==> src/rtl/alu_issue_ctrl_if.sv <==
// Bundle between the issue controller, its requester and the external ALU.
// The controller takes the slave view; the requester/ALU side takes the master view.
interface alu_issue_ctrl_if;
    // request side
    logic        start;
    logic [31:0] instr;
    logic [31:0] rs_val;
    logic [31:0] rt_val;
    // ALU side
    logic [31:0] alu_a;
    logic [31:0] alu_b;
    logic [3:0]  alu_order;
    logic        alu_wea;
    logic [31:0] alu_result;
    logic        alu_overflow;
    // status / writeback side
    logic        busy;
    logic        done;
    logic        wb_en;
    logic [4:0]  wb_addr;
    logic [31:0] wb_data;
    logic        exc_ov;
    logic        illegal;

    modport slave (
        input  start, instr, rs_val, rt_val, alu_result, alu_overflow,
        output alu_a, alu_b, alu_order, alu_wea,
        output busy, done, wb_en, wb_addr, wb_data, exc_ov, illegal
    );

    modport master (
        output start, instr, rs_val, rt_val, alu_result, alu_overflow,
        input  alu_a, alu_b, alu_order, alu_wea,
        input  busy, done, wb_en, wb_addr, wb_data, exc_ov, illegal
    );
endinterface

==> src/rtl/alu_issue_ctrl.sv <==
// Issue controller: decodes one MIPS ALU instruction, drives the external ALU
// for a single write-enable cycle, then posts the GPR writeback and exceptions.
module alu_issue_ctrl (
    input  logic            clk,
    input  logic            rst_n,
    alu_issue_ctrl_if.slave bus
);

    typedef enum logic [1:0] {IDLE = 2'd0, ISSUE = 2'd1, CHECK = 2'd2, DONE = 2'd3} state_t;

    typedef struct packed {
        logic [3:0]  order;
        logic [31:0] a;
        logic [31:0] b;
        logic [4:0]  dst;
        logic        ov_chk;   // signed-overflow trapping op (add/sub/addi)
    } dec_t;

    function automatic logic is_shift(input logic [5:0] fn);
        return (fn == 6'h00) || (fn == 6'h02) || (fn == 6'h03) ||
               (fn == 6'h04) || (fn == 6'h06) || (fn == 6'h07);
    endfunction

    // Legality is decided on the live instruction so illegal ops skip the ALU.
    function automatic logic is_legal(input logic [31:0] ins);
        logic [5:0] op;
        logic [5:0] fn;
        logic       ok;
        op = ins[31:26];
        fn = ins[5:0];
        ok = 1'b0;
        if (op == 6'h00) begin
            if (is_shift(fn)) begin
                ok = 1'b1;
            end else begin
                case (fn)
                    6'h20, 6'h21, 6'h22, 6'h23, 6'h24,
                    6'h25, 6'h26, 6'h27, 6'h2A, 6'h2B: ok = (ins[10:6] == 5'd0);
                    default:                            ok = 1'b0;
                endcase
            end
        end else begin
            ok = (op >= 6'h08) && (op <= 6'h0F);
        end
        return ok;
    endfunction

    // Operand/order decode; only ever applied to a legal, latched instruction.
    function automatic dec_t decode(input logic [31:0] ins, input logic [31:0] rs,
                                    input logic [31:0] rt);
        dec_t        d;
        logic [31:0] sext;
        logic [31:0] zext;
        sext     = {{16{ins[15]}}, ins[15:0]};
        zext     = {16'b0, ins[15:0]};
        d.order  = 4'b0000;
        d.a      = rs;
        d.b      = rt;
        d.dst    = ins[15:11];
        d.ov_chk = 1'b0;
        if (ins[31:26] == 6'h00) begin
            case (ins[5:0])
                6'h00: begin d.order = 4'b1010; d.a = {27'b0, ins[10:6]}; end
                6'h02: begin d.order = 4'b1000; d.a = {27'b0, ins[10:6]}; end
                6'h03: begin d.order = 4'b1001; d.a = {27'b0, ins[10:6]}; end
                6'h04: begin d.order = 4'b1010; d.a = {27'b0, rs[4:0]}; end
                6'h06: begin d.order = 4'b1000; d.a = {27'b0, rs[4:0]}; end
                6'h07: begin d.order = 4'b1001; d.a = {27'b0, rs[4:0]}; end
                6'h20: begin d.order = 4'b0001; d.ov_chk = 1'b1; end
                6'h21: d.order = 4'b0000;
                6'h22: begin d.order = 4'b0011; d.ov_chk = 1'b1; end
                6'h23: d.order = 4'b0010;
                6'h24: d.order = 4'b0101;
                6'h25: d.order = 4'b0100;
                6'h26: d.order = 4'b0110;
                6'h27: d.order = 4'b0111;
                6'h2A: d.order = 4'b1011;
                6'h2B: d.order = 4'b1100;
                default: ;
            endcase
        end else begin
            d.dst = ins[20:16];
            d.b   = sext;
            case (ins[31:26])
                6'h08: begin d.order = 4'b0001; d.ov_chk = 1'b1; end
                6'h09: d.order = 4'b0000;
                6'h0A: d.order = 4'b1011;
                6'h0B: d.order = 4'b1100;
                6'h0C: begin d.order = 4'b0101; d.b = zext; end
                6'h0D: begin d.order = 4'b0100; d.b = zext; end
                6'h0E: begin d.order = 4'b0110; d.b = zext; end
                6'h0F: begin d.order = 4'b1010; d.a = 32'd16; d.b = zext; end
                default: ;
            endcase
        end
        return d;
    endfunction

    state_t      state, state_nxt;
    logic [31:0] instr_q, rs_q, rt_q;
    logic [31:0] a_hold, b_hold;
    logic [3:0]  order_hold;
    logic        wb_en_q, exc_q, ill_q;
    logic [4:0]  wb_addr_q;
    logic [31:0] wb_data_q;
    logic        accept;
    logic        legal_in;
    logic        ov_hit;
    dec_t        dec_q;

    assign accept   = (state == IDLE) && bus.start;
    assign legal_in = is_legal(bus.instr);
    assign dec_q    = decode(instr_q, rs_q, rt_q);
    assign ov_hit   = dec_q.ov_chk && bus.alu_overflow;

    // State register
    always_ff @(posedge clk or negedge rst_n) begin
        if (!rst_n) state <= IDLE;
        else        state <= state_nxt;
    end

    // Next-state logic
    always_comb begin
        state_nxt = state;
        case (state)
            IDLE:    if (bus.start) state_nxt = legal_in ? ISSUE : DONE;
            ISSUE:   state_nxt = CHECK;
            CHECK:   state_nxt = DONE;
            DONE:    state_nxt = IDLE;
            default: state_nxt = IDLE;
        endcase
    end

    // Operands are frozen at accept and stay put until the next accept.
    always_ff @(posedge clk or negedge rst_n) begin
        if (!rst_n) begin
            instr_q <= '0;
            rs_q    <= '0;
            rt_q    <= '0;
        end else if (accept) begin
            instr_q <= bus.instr;
            rs_q    <= bus.rs_val;
            rt_q    <= bus.rt_val;
        end
    end

    // Capture the issued ALU operands so the ALU bus holds them after ISSUE.
    always_ff @(posedge clk or negedge rst_n) begin
        if (!rst_n) begin
            a_hold     <= '0;
            b_hold     <= '0;
            order_hold <= '0;
        end else if (state == ISSUE) begin
            a_hold     <= dec_q.a;
            b_hold     <= dec_q.b;
            order_hold <= dec_q.order;
        end
    end

    // Writeback/exception registers: cleared on accept, loaded from the ALU in CHECK.
    always_ff @(posedge clk or negedge rst_n) begin
        if (!rst_n) begin
            wb_en_q   <= 1'b0;
            exc_q     <= 1'b0;
            ill_q     <= 1'b0;
            wb_addr_q <= '0;
            wb_data_q <= '0;
        end else if (accept) begin
            wb_en_q <= 1'b0;
            exc_q   <= 1'b0;
            ill_q   <= !legal_in;
        end else if (state == CHECK) begin
            wb_data_q <= bus.alu_result;
            wb_addr_q <= dec_q.dst;
            exc_q     <= ov_hit;
            wb_en_q   <= (dec_q.dst != 5'd0) && !ov_hit;
        end
    end

    // Outputs: pulses gated by DONE so they can never leak into other states.
    always_comb begin
        bus.busy      = (state != IDLE);
        bus.alu_wea   = (state == ISSUE);
        bus.alu_a     = (state == ISSUE) ? dec_q.a     : a_hold;
        bus.alu_b     = (state == ISSUE) ? dec_q.b     : b_hold;
        bus.alu_order = (state == ISSUE) ? dec_q.order : order_hold;
        bus.done      = (state == DONE);
        bus.wb_en     = (state == DONE) && wb_en_q;
        bus.exc_ov    = (state == DONE) && exc_q;
        bus.illegal   = (state == DONE) && ill_q;
        bus.wb_addr   = wb_addr_q;
        bus.wb_data   = wb_data_q;
    end

endmodule

==> src/flat_wrapper.sv <==
// flat-port wrapper written by rule: the top's interface ports become plain ports
module alu_issue_ctrl_flat 
  (clk, rst_n, bus_start, bus_instr, bus_rs_val, bus_rt_val, bus_alu_result, bus_alu_overflow, bus_alu_a, bus_alu_b, bus_alu_order, bus_alu_wea, bus_busy, bus_done, bus_wb_en, bus_wb_addr, bus_wb_data, bus_exc_ov, bus_illegal);
  alu_issue_ctrl_if bus_i ();
  input  logic clk;
  input  logic rst_n;
  input wire logic [$bits(bus_i.start)-1:0] bus_start;
  input wire logic [$bits(bus_i.instr)-1:0] bus_instr;
  input wire logic [$bits(bus_i.rs_val)-1:0] bus_rs_val;
  input wire logic [$bits(bus_i.rt_val)-1:0] bus_rt_val;
  input wire logic [$bits(bus_i.alu_result)-1:0] bus_alu_result;
  input wire logic [$bits(bus_i.alu_overflow)-1:0] bus_alu_overflow;
  output wire logic [$bits(bus_i.alu_a)-1:0] bus_alu_a;
  output wire logic [$bits(bus_i.alu_b)-1:0] bus_alu_b;
  output wire logic [$bits(bus_i.alu_order)-1:0] bus_alu_order;
  output wire logic [$bits(bus_i.alu_wea)-1:0] bus_alu_wea;
  output wire logic [$bits(bus_i.busy)-1:0] bus_busy;
  output wire logic [$bits(bus_i.done)-1:0] bus_done;
  output wire logic [$bits(bus_i.wb_en)-1:0] bus_wb_en;
  output wire logic [$bits(bus_i.wb_addr)-1:0] bus_wb_addr;
  output wire logic [$bits(bus_i.wb_data)-1:0] bus_wb_data;
  output wire logic [$bits(bus_i.exc_ov)-1:0] bus_exc_ov;
  output wire logic [$bits(bus_i.illegal)-1:0] bus_illegal;
  assign bus_i.start = bus_start;
  assign bus_i.instr = bus_instr;
  assign bus_i.rs_val = bus_rs_val;
  assign bus_i.rt_val = bus_rt_val;
  assign bus_i.alu_result = bus_alu_result;
  assign bus_i.alu_overflow = bus_alu_overflow;
  assign bus_alu_a = bus_i.alu_a;
  assign bus_alu_b = bus_i.alu_b;
  assign bus_alu_order = bus_i.alu_order;
  assign bus_alu_wea = bus_i.alu_wea;
  assign bus_busy = bus_i.busy;
  assign bus_done = bus_i.done;
  assign bus_wb_en = bus_i.wb_en;
  assign bus_wb_addr = bus_i.wb_addr;
  assign bus_wb_data = bus_i.wb_data;
  assign bus_exc_ov = bus_i.exc_ov;
  assign bus_illegal = bus_i.illegal;
  alu_issue_ctrl u_core (.clk(clk), .rst_n(rst_n), .bus(bus_i));
endmodule
==> config.mk <==
export PLATFORM = sky130hd
export DESIGN_NAME = alu_issue_ctrl_flat
export DESIGN_NICKNAME = d
export VERILOG_FILES = /design/src/rtl/alu_issue_ctrl_if.sv /design/src/rtl/alu_issue_ctrl.sv /design/src/flat_wrapper.sv
export SDC_FILE = /design/constraint.sdc
export NUM_CORES = 1
export LEC_CHECK = 0
export ABC_AREA = 1
export BUFFER_PORTS_ARGS = -buffer_cell sky130_fd_sc_hd__buf_2
export CAP_MARGIN = 20
export CORE_MARGIN = 1.5
export CORE_UTILIZATION = 46
export CTS_CLUSTER_DIAMETER = 200
export DETAILED_ROUTE_END_ITERATION = 16
export PLACE_DENSITY_LB_ADDON = 0.2
export SYNTH_ARGS = -nofsm -noshare
export SYNTH_HDL_FRONTEND = slang
export SYNTH_SLANG_ARGS = --single-unit
==> constraint.sdc <==
create_clock -name clk -period 2 [get_ports clk]
set_input_delay 0.2 -clock clk [delete_from_list [all_inputs] [get_ports clk]]
set_output_delay 0.2 -clock clk [all_outputs]
set_load 0.01 [all_outputs]
==> results.toml, run 1 <==
[critical_path]
max_stage_delay_ps = 430
slowest_stage = "dfrtp_1"
r2r_slack_ps = 260
crit_type = "flip-flop to output pin"
rr_startpoint = "u_core.instr_q[31]"
timing.rr.end = "u_core.wb_en_q"
cp-start-kind = "flip-flop"
required_ps = 1800
cp-end-kind = "output pin"
reg2reg_depth = 11
crit_fanout = 6
crit_chain = "nor2_1 > nand3_1 > nand2_2 > nand2_1 > nand3_1 > nand2_1 > o21ai_2 > buf_2"
cp.arrival_ps = 2020

[power]
power_w = 0.0218
vdd_ir_drop_max_mv = 1.05
powerDensity_nw_per_um2 = 1630
p_leak_nw = 7.02

[global_routing]
antenna_found_initial = 2
grt_pass1_wl_um = 41500
grt_pass1_vias = 8283
grt_usage_pct = 26.4
grt_max_degree = 56
grt_overflow = 0

[clocking]
path_clk_slew_ps = 60
cts_tree = "yes"
insertion_delay_ps = 490
htreeDepth = 1
clock_path_buffers = 3
cts_buffers = 22
cts_root_buf = "clkbuf_16"
clkSinkCount = 201

[timing]
worstMarginPinSlew_ps = 495
finalCriticalPeriod_ps = 2220
fmax_ghz = 0.450
setup_slack_ps = -222
hold_viol = 0
slew_headroom_pct = 67.0
fin_skew_ps = 5.06
rsz0062_at_grt = "yes"
setup_viol = 68
slew_viol_final = 0
whs_ps = 16.5
period_share_pct = 111
fin_tns_setup_ps = -9830

[worst_hold_path]
hold_start = "bus_instr[0]"
hold_class = "input pin to flip-flop"
hold_depth = 3
min_to = "u_core.instr_q[0]"

[logic_synthesis]
synth_area_leaders = "dfrtp_1 59%, nand2_1 22%, nand3_1 4.1%"
syn_nets = 1145
ys_ff_latch = 201
ys_types = 24
yosysSeqAreaShare_pct = 59.4
synth_area_leader_cell = "dfrtp_1"
syn_inst = 1008
synth-warning-count = 0
netlist.area_leader.share_pct = 59.4
syn-cell-area_um2 = 8460
avgSynthCellArea_um2 = 8.40

[layout]
syn_to_final_growth_pct = 57.6
final_nets = 1547
final_util_pct = 74.0
layout.cells.non_filler = 1657
drive_above_1_share_pct = 32.8

[routing]
drc = 0
wire_per_inst_um = 16.4
num_vias = 8411
routed_wirelength_um = 27200
viasPerCell = 5.08
final_antenna_net_count = 0
drt_iter0_drc = 527
first_pass_iters = 5

[place]
place.gp.congestion = 0.847
portBuffers = 237
hpwlAfterDp_um = 14500
placedCellCount = 1453

[outcome]
status = "finished with violations"
violations = "setup timing"

[die]
die-area_um2 = 19200
start_util_pct = 47.0
io_pins = 243
coreArea_um2 = 18000
die_x_um = 139
row_count = 49
die_h_um = 139

[flow_run]
maxCapViolations = 0
## state kept, by name, summed over array words and instances (netlist names), 4 cells and up
name and cells:
u_core.a_hold 32, u_core.b_hold 32, u_core.bus.wb_data 32, u_core.rs_q 32, u_core.rt_q 32, u_core.instr_q 27
u_core.bus.wb_addr 5, u_core.order_hold 4
## cell families (layout without fill, tap and decap cells)
family          after synthesis  after routing  share of synthesized area, %
other cells                   0              2                             0
buf+inv                      91            509                          4.82
flops                       201            201                          59.4
fa+ha+maj                     5              5                         0.739
compound gates               82             82                          4.98
simple gates                629            629                          30.0
## layout make-up
| type | instances | area, um^2 |
|---|---|---|
| Antenna cell | 2 | 5.00 |
| Timing Repair Buffer | 431 | 3520 |
| Inverter | 38 | 161 |
| Clock buffer | 28 | 634 |
| Fill cell | 1281 | 4680 |
| Multi-Input combinational cell | 716 | 3560 |
| Tap cell | 229 | 287 |
| Clock inverter | 12 | 144 |
| Sequential cell | 201 | 5030 |
## worst max-delay path by stage
stage	to	cells past startpoint	slack [ps]	start
after global routing	bus_alu_a[1]	8	-330	u_core.instr_q[5]
final	bus_alu_a[1]	8	-220	u_core.instr_q[5]
after CTS	bus_alu_a[26]	9	-190	u_core.instr_q[4]
after floorplan	bus_alu_a[0]	6	170	u_core.state[1]
after global placement	bus_alu_a[6]	9	170	u_core.state[1]
after detailed placement	bus_alu_a[1]	8	110	u_core.instr_q[3]
## power by group
group          total, W  switching, W  leakage (nW)  internal, W
combinational    0.0105       0.00587          4.14      0.00458
sequential      0.00703       0.00108          2.50      0.00595
clock           0.00429       0.00166         0.384      0.00264
## Yosys cell counts (all sizes together)
cell type,n
nand2,497
dfrtp,201
nand3,81
nor2,47
a21oi,41
inv,37
o21ai,35
clkbuf,32
buf,21
ha,5
a31oi,3
nand4,3
clkinv,1
o211ai,1
o21bai,1
o31ai,1
or2,1
## per-stage QoR
step                worst slack (ps)  area (um^2)
floorplan                        173         8460
global placement                 172        10100
detailed placement               115        10100
CTS                             -193        12600
global route                    -326        13300
finish                          -222        13300
## critical path: cells and delay by family, from the launching register on
family / cells / cell delay, ps
flops: 1 / 430
buf+inv: 1 / 160
simple gates: 6 / 760
compound gates: 1 / 170
## cell usage in the layout, fill, tap and decap left out, drive strengths merged, types with 3 or more instances in the layout
cell	count
o21ai	35
inv	37
clkbuf	35
nand3	81
nand4	3
ha	5
bufinv	3
nor2	47
a21oi	41
a31oi	3
buf	300
dlygate4sd3	122
clkinv	8
dfrtp	201
nand2	497
## timing repair
| action | CTS | global route |
|---|---|---|
| gates resized for setup | 90 | 107 |
| hold buffers | 122 | 0 |
| gates cloned | 4 | 7 |
| pin swaps | 7 | 20 |
| setup endpoints to repair | 68 | 68 |
| setup buffers | 15 | 14 |
| hold endpoints to repair | 173 | 0 |
## layer usage
metal | track usage (%) | part of all wire [%]
met4 | 6.63 | 2.3
met2 | 46.7 | 51
met1 | 33.8 | 41
met3 | 4.42 | 6.0
met5 | 0 | 0
Power figures use the tool's default switching activity.
==> run 2: changes to the inputs <==
- PLACE_DENSITY: unset -> 0.78
- PLACE_DENSITY_LB_ADDON: 0.2 -> unset
==> run 2 against run 1 <==
- cell count increased by 1.9%
- the run still ends with setup timing left
- total power increased by 4.7%
- die area unchanged
- critical path depth decreased by 1
- clock skew increased by 12 ps
- maximum frequency decreased by 3.2%
- routed wire length increased by 14%
- largest cell class unchanged
- global-route usage increased by 4.0 points
- combinational power increased by 13%
- cell area increased by 4.3%
- sequential cell count unchanged
- sequential power increased by 2%
- largest power group unchanged
==> results.toml, run 2 (synthesis results as in run 1) <==
[global_routing]
grt_pass1_wl_um = 47200
grt_usage_pct = 30.4
grt_pass1_vias = 9380
antenna_found_initial = 3
use_met1_pct = 36.7
top_usage_layer = "met2"
met3_usage_pct = 5.18
grt_max_degree = 92
grt_overflow = 0
gr-usage-met2_pct = 54.2

[timing]
slew_viol_final = 0
whs_ps = 42.9
rsz0062_at_grt = "yes"
slew_headroom_pct = 62.4
worstMarginPinSlew_ps = 564
period_share_pct = 115
finalCriticalPeriod_ps = 2290
fin_skew_ps = 17.4
setup_slack_ps = -294
hold_viol = 0
setup_viol = 68
fmax_ghz = 0.436

[place]
portBuffers = 237
place_ws_ps = 123
hpwlAfterDp_um = 14500
place.gp.congestion = 0.884

[critical_path]
cp.arrival_ps = 2090
startpoint = "u_core.instr_q[28]"
cp-start-kind = "flip-flop"
crit_fanout = 6
slowest_stage = "dfrtp_2"
required_ps = 1800
crit_type = "flip-flop to output pin"
max_stage_delay_ps = 460
rr_startpoint = "u_core.instr_q[28]"
crit_chain = "nor2_4 > nand3_4 > or2_4 > clkbuf_16 > nand3_2 > nand2_2 > buf_6"
cp-end-kind = "output pin"

[power]
p_leak_nw = 7.19
vdd_ir_drop_max_mv = 1.18
powerDensity_nw_per_um2 = 1640

[die]
die-area_um2 = 19200
coreArea_um2 = 18000
die_x_um = 139
io_pins = 243
die_h_um = 139
start_util_pct = 47.0
row_count = 49

[routing]
wire_per_inst_um = 18.3
viasPerCell = 5.28
drc = 0
routed_wirelength_um = 30900
drt_iter0_drc = 646
final_antenna_net_count = 0
num_vias = 8911
first_pass_iters = 8

[clocking]
htreeDepth = 1
cts_tree = "yes"
cts_root_buf = "clkbuf_16"
clkSinkCount = 201
clock_path_buffers = 3
path_clk_slew_ps = 60
cts_buffers = 22
insertion_delay_ps = 500

[layout]
layout_commonest_cell = "nand2_1"
drive_above_1_share_pct = 35.4
most-common-layout-cells = "461 x nand2_1, 195 x dfrtp_1, 189 x buf_2, 123 x dlygate4sd3_1, 68 x buf_4"
final_nets = 1579
fill_cells = 1064
syn_to_final_growth_pct = 64.4
final_util_pct = 77.2

[outcome]
violations = "setup timing"
status = "finished with violations"

[flow_run]
maxCapViolations = 0

[worst_hold_path]
hold_class = "input pin to flip-flop"
hold_start = "bus_instr[29]"
==> run 2: through the flow <==
step	instances	setup TNS, ps	area (um^2)	power, W
after floorplan	1008	0	8460	0.0114
after global placement	1450	0	10000	0.0142
after detailed placement	1450	0	10000	0.0145
after CTS	1663	-11670	13300	0.0211
after global routing	1687	-19080	13900	0.0241
final	1688	-14600	13900	0.0228
==> run 2: critical path, delay by kind of cell (launching register included) <==
family,cells,cell delay (ps)
buffers and inverters,2,310
flip-flops,1,460
AND/OR/NAND/NOR,5,820
==> run 2: cell type report <==
cell class              count  area, um^2  share of cell area (%)
well taps                 229         287                    2.06
clock inverters             5        38.8                   0.279
diodes                      3        7.51                  0.0539
inverters                  38         154                    1.11
multi-input cells         716        3850                    27.7
flip-flops and latches    201        5040                    36.2
repair buffers            463        3930                    28.2
clock buffers              33         612                    4.40
==> run 2: layer usage <==
metal,part of all wire [%],wire (um)
met5,0,0
met4,4.1,1260
met3,7.1,2200
met2,51,15800
met1,38,11700
==> run 2: final timing paths <==
check,endpoint,slack (ps),cells past startpoint
min reg2reg,u_core.bus.wb_data[15],460,2
min in group asynchronous,u_core.b_hold[23],250,2
max in group asynchronous,u_core.rs_q[20],1080,3
min,u_core.instr_q[29],40,3
max,bus_alu_a[16],-290,7
max reg2reg,u_core.a_hold[31],140,9
==> run 2: repair_timing <==
item | in CTS | in global routing
resized for setup | 199 | 76
buffers inserted | 43 | 25
endpoints found under the hold margin | 175 | 0
pin swaps | 30 | 28
hold buffers | 123 | 0
endpoints found under the setup margin | 68 | 69
cloned | 9 | 2
==> run 2: report_power, final <==
group          internal, W  total (W)  leakage [nW]  switching (W)
clock              0.00212    0.00374         0.315        0.00163
sequential         0.00596    0.00717          2.50        0.00121
combinational      0.00539     0.0119          4.38        0.00649
total               0.0135     0.0228          7.19        0.00932
==> run 3: changes to the inputs <==
- SKIP_CTS_REPAIR_TIMING: unset -> 1
==> run 3 against run 2 <==
- the run ends with hold timing, setup timing left
- first-iteration DRC count fell by 7.3%
- die area unchanged
- combinational power down 12%
- global-route usage fell by 7.5 points
- critical endpoint is now bus_alu_a[26]
- largest cell class unchanged
- highest routed layer unchanged
==> results.toml, run 3 (synthesis results as in run 1) <==
[clocking]
insertion_delay_ps = 510
cts_tree = "yes"
cts_root_buf = "clkbuf_16"
clock_path_buffers = 3
cts_buffers = 22
htreeDepth = 1
clkSinkCount = 201
path_clk_slew_ps = 60

[routing]
routed_wirelength_um = 29000
wire_per_inst_um = 17.6
viasPerCell = 5.20
drc = 0
drt_iter0_drc = 599
num_vias = 8581
first_pass_iters = 5
final_antenna_net_count = 0

[critical_path]
rr_startpoint = "u_core.state[0]"
max_stage_delay_ps = 450
reg2reg_depth = 8
required_ps = 1800
crit_chain = "nor2_4 > nand3_4 > or2_4 > clkbuf_16 > nand3_4 > nand2_2 > buf_6"
slowest_stage = "dfrtp_2"
cp.arrival_ps = 2100
cp-start-kind = "flip-flop"
r2r_slack_ps = 240
crit_type = "flip-flop to output pin"
crit_fanout = 7
timing.rr.end = "u_core.wb_en_q"
cp-end-kind = "output pin"
timing.critical_path.mode_cell = "nand3_4"

[die]
die-area_um2 = 19200
die_x_um = 139
coreArea_um2 = 18000
start_util_pct = 47.0
row_count = 49
io_pins = 243
die_h_um = 139

[outcome]
status = "finished with violations"
violations = "hold timing, setup timing"

[power]
power_w = 0.0213
p_leak_nw = 6.93
vdd_ir_drop_max_mv = 1.11
powerDensity_nw_per_um2 = 1610

[timing]
slew_headroom_pct = 63.2
fin_skew_ps = 21.2
slew_viol_final = 0
worstMarginPinSlew_ps = 552
whs_ps = -23.0
setup_viol = 68
finalCriticalPeriod_ps = 2300
fmax_ghz = 0.435
hold_viol = 2
setup_slack_ps = -299
period_share_pct = 115
rsz0062_at_grt = "yes"

[global_routing]
grt_pass1_wl_um = 36300
grt_overflow = 0
grt_max_degree = 92
grt_usage_pct = 22.9
antenna_found_initial = 1
grt_pass1_vias = 7362

[worst_hold_path]
min_to = "u_core.instr_q[1]"
hold_start = "bus_instr[1]"
hold_class = "input pin to flip-flop"
hold_depth = 3

[layout]
design_area_um2 = 13200
fill_cells = 1201
final_nets = 1543
ff_latch_area_um2 = 5040
layout_commonest_cell = "nand2_1"
drive_above_1_share_pct = 32.2
multi_input_area_um2 = 3580
final_util_pct = 73.3
syn_to_final_growth_pct = 56.1
most-common-layout-cells = "472 x nand2_1, 196 x buf_2, 194 x dfrtp_1, 116 x dlygate4sd3_1, 47 x buf_4"

[place]
hpwlAfterDp_um = 14500
place.gp.congestion = 0.884
portBuffers = 237
placed_area_um2 = 10000

[flow_run]
maxCapViolations = 0
-- run 3: changes by cell type in the layout (fill, tap and decap cells not counted), moves of 7 or more --
cell,delta
nand3_1,+7
nand3_4,-14
nand2_2,-7
a21oi_1,+13
a21oi_2,-9
buf_4,-21
buf_6,-11
nand2_1,+11
dlygate4sd3_1,-7
buf_16,-7
nand3_2,+7
buf_2,+7
-- run 3: worst max path at each step --
stage	from	endpoint	slack, ps	cells after the start
2_1_floorplan	u_core.state[1]	bus_alu_a[0]	170	6
3_3_place_gp	u_core.instr_q[29]	bus_alu_b[28]	160	7
3_5_place_dp	u_core.instr_q[29]	bus_alu_b[14]	120	7
4_1_cts	u_core.instr_q[29]	bus_alu_b[14]	-400	7
5_1_grt	u_core.instr_q[30]	bus_alu_order[2]	-370	7
6_report	u_core.instr_q[28]	bus_alu_a[26]	-300	7
-- run 3: through the flow --
| step | setup WS, ps | setup TNS, ps | hold WS, ps | std cells |
|---|---|---|---|---|
| 2_1_floorplan | 173 | 0 | -95.6 | 1008 |
| 3_3_place_gp | 162 | 0 | 219 | 1450 |
| 3_5_place_dp | 123 | 0 | 226 | 1450 |
| 4_1_cts | -402 | -22640 | -312 | 1488 |
| 5_1_grt | -371 | -20760 | 1.85 | 1650 |
| 6_report | -299 | -16420 | -23.0 | 1650 |
-- run 3: area by class of cell --
type / count / share of cell area [%]
well taps: 229 / 2.17
multi-input cells: 716 / 27.1
repair buffers: 427 / 26.4
diodes: 1 / 0.0189
flip-flops and latches: 201 / 38.1
clock buffers: 33 / 4.63
inverters: 38 / 1.20
clock inverters: 5 / 0.293
-- run 3: worst max-delay path, delay by kind of cell, from the launching register on --
kind,cells,cell delay (ps)
buffers and inverters,2,330
DFF,1,450
and+or+nand+nor,5,820
-- run 3: metal layers --
layer	global-route usage (%)	vias up	wire length, um
li1	-	3969	-
met1	30.8	4101	11500
met2	38.9	441	14600
met3	4.39	70	2090
met4	5.04	0	827
met5	0	-	0
-- run 3: where the power goes --
group	switching [W]	total, W	internal [W]
Sequential	0.00113	0.00710	0.00596
Clock	0.00159	0.00370	0.00211
Combinational	0.00599	0.0105	0.00454
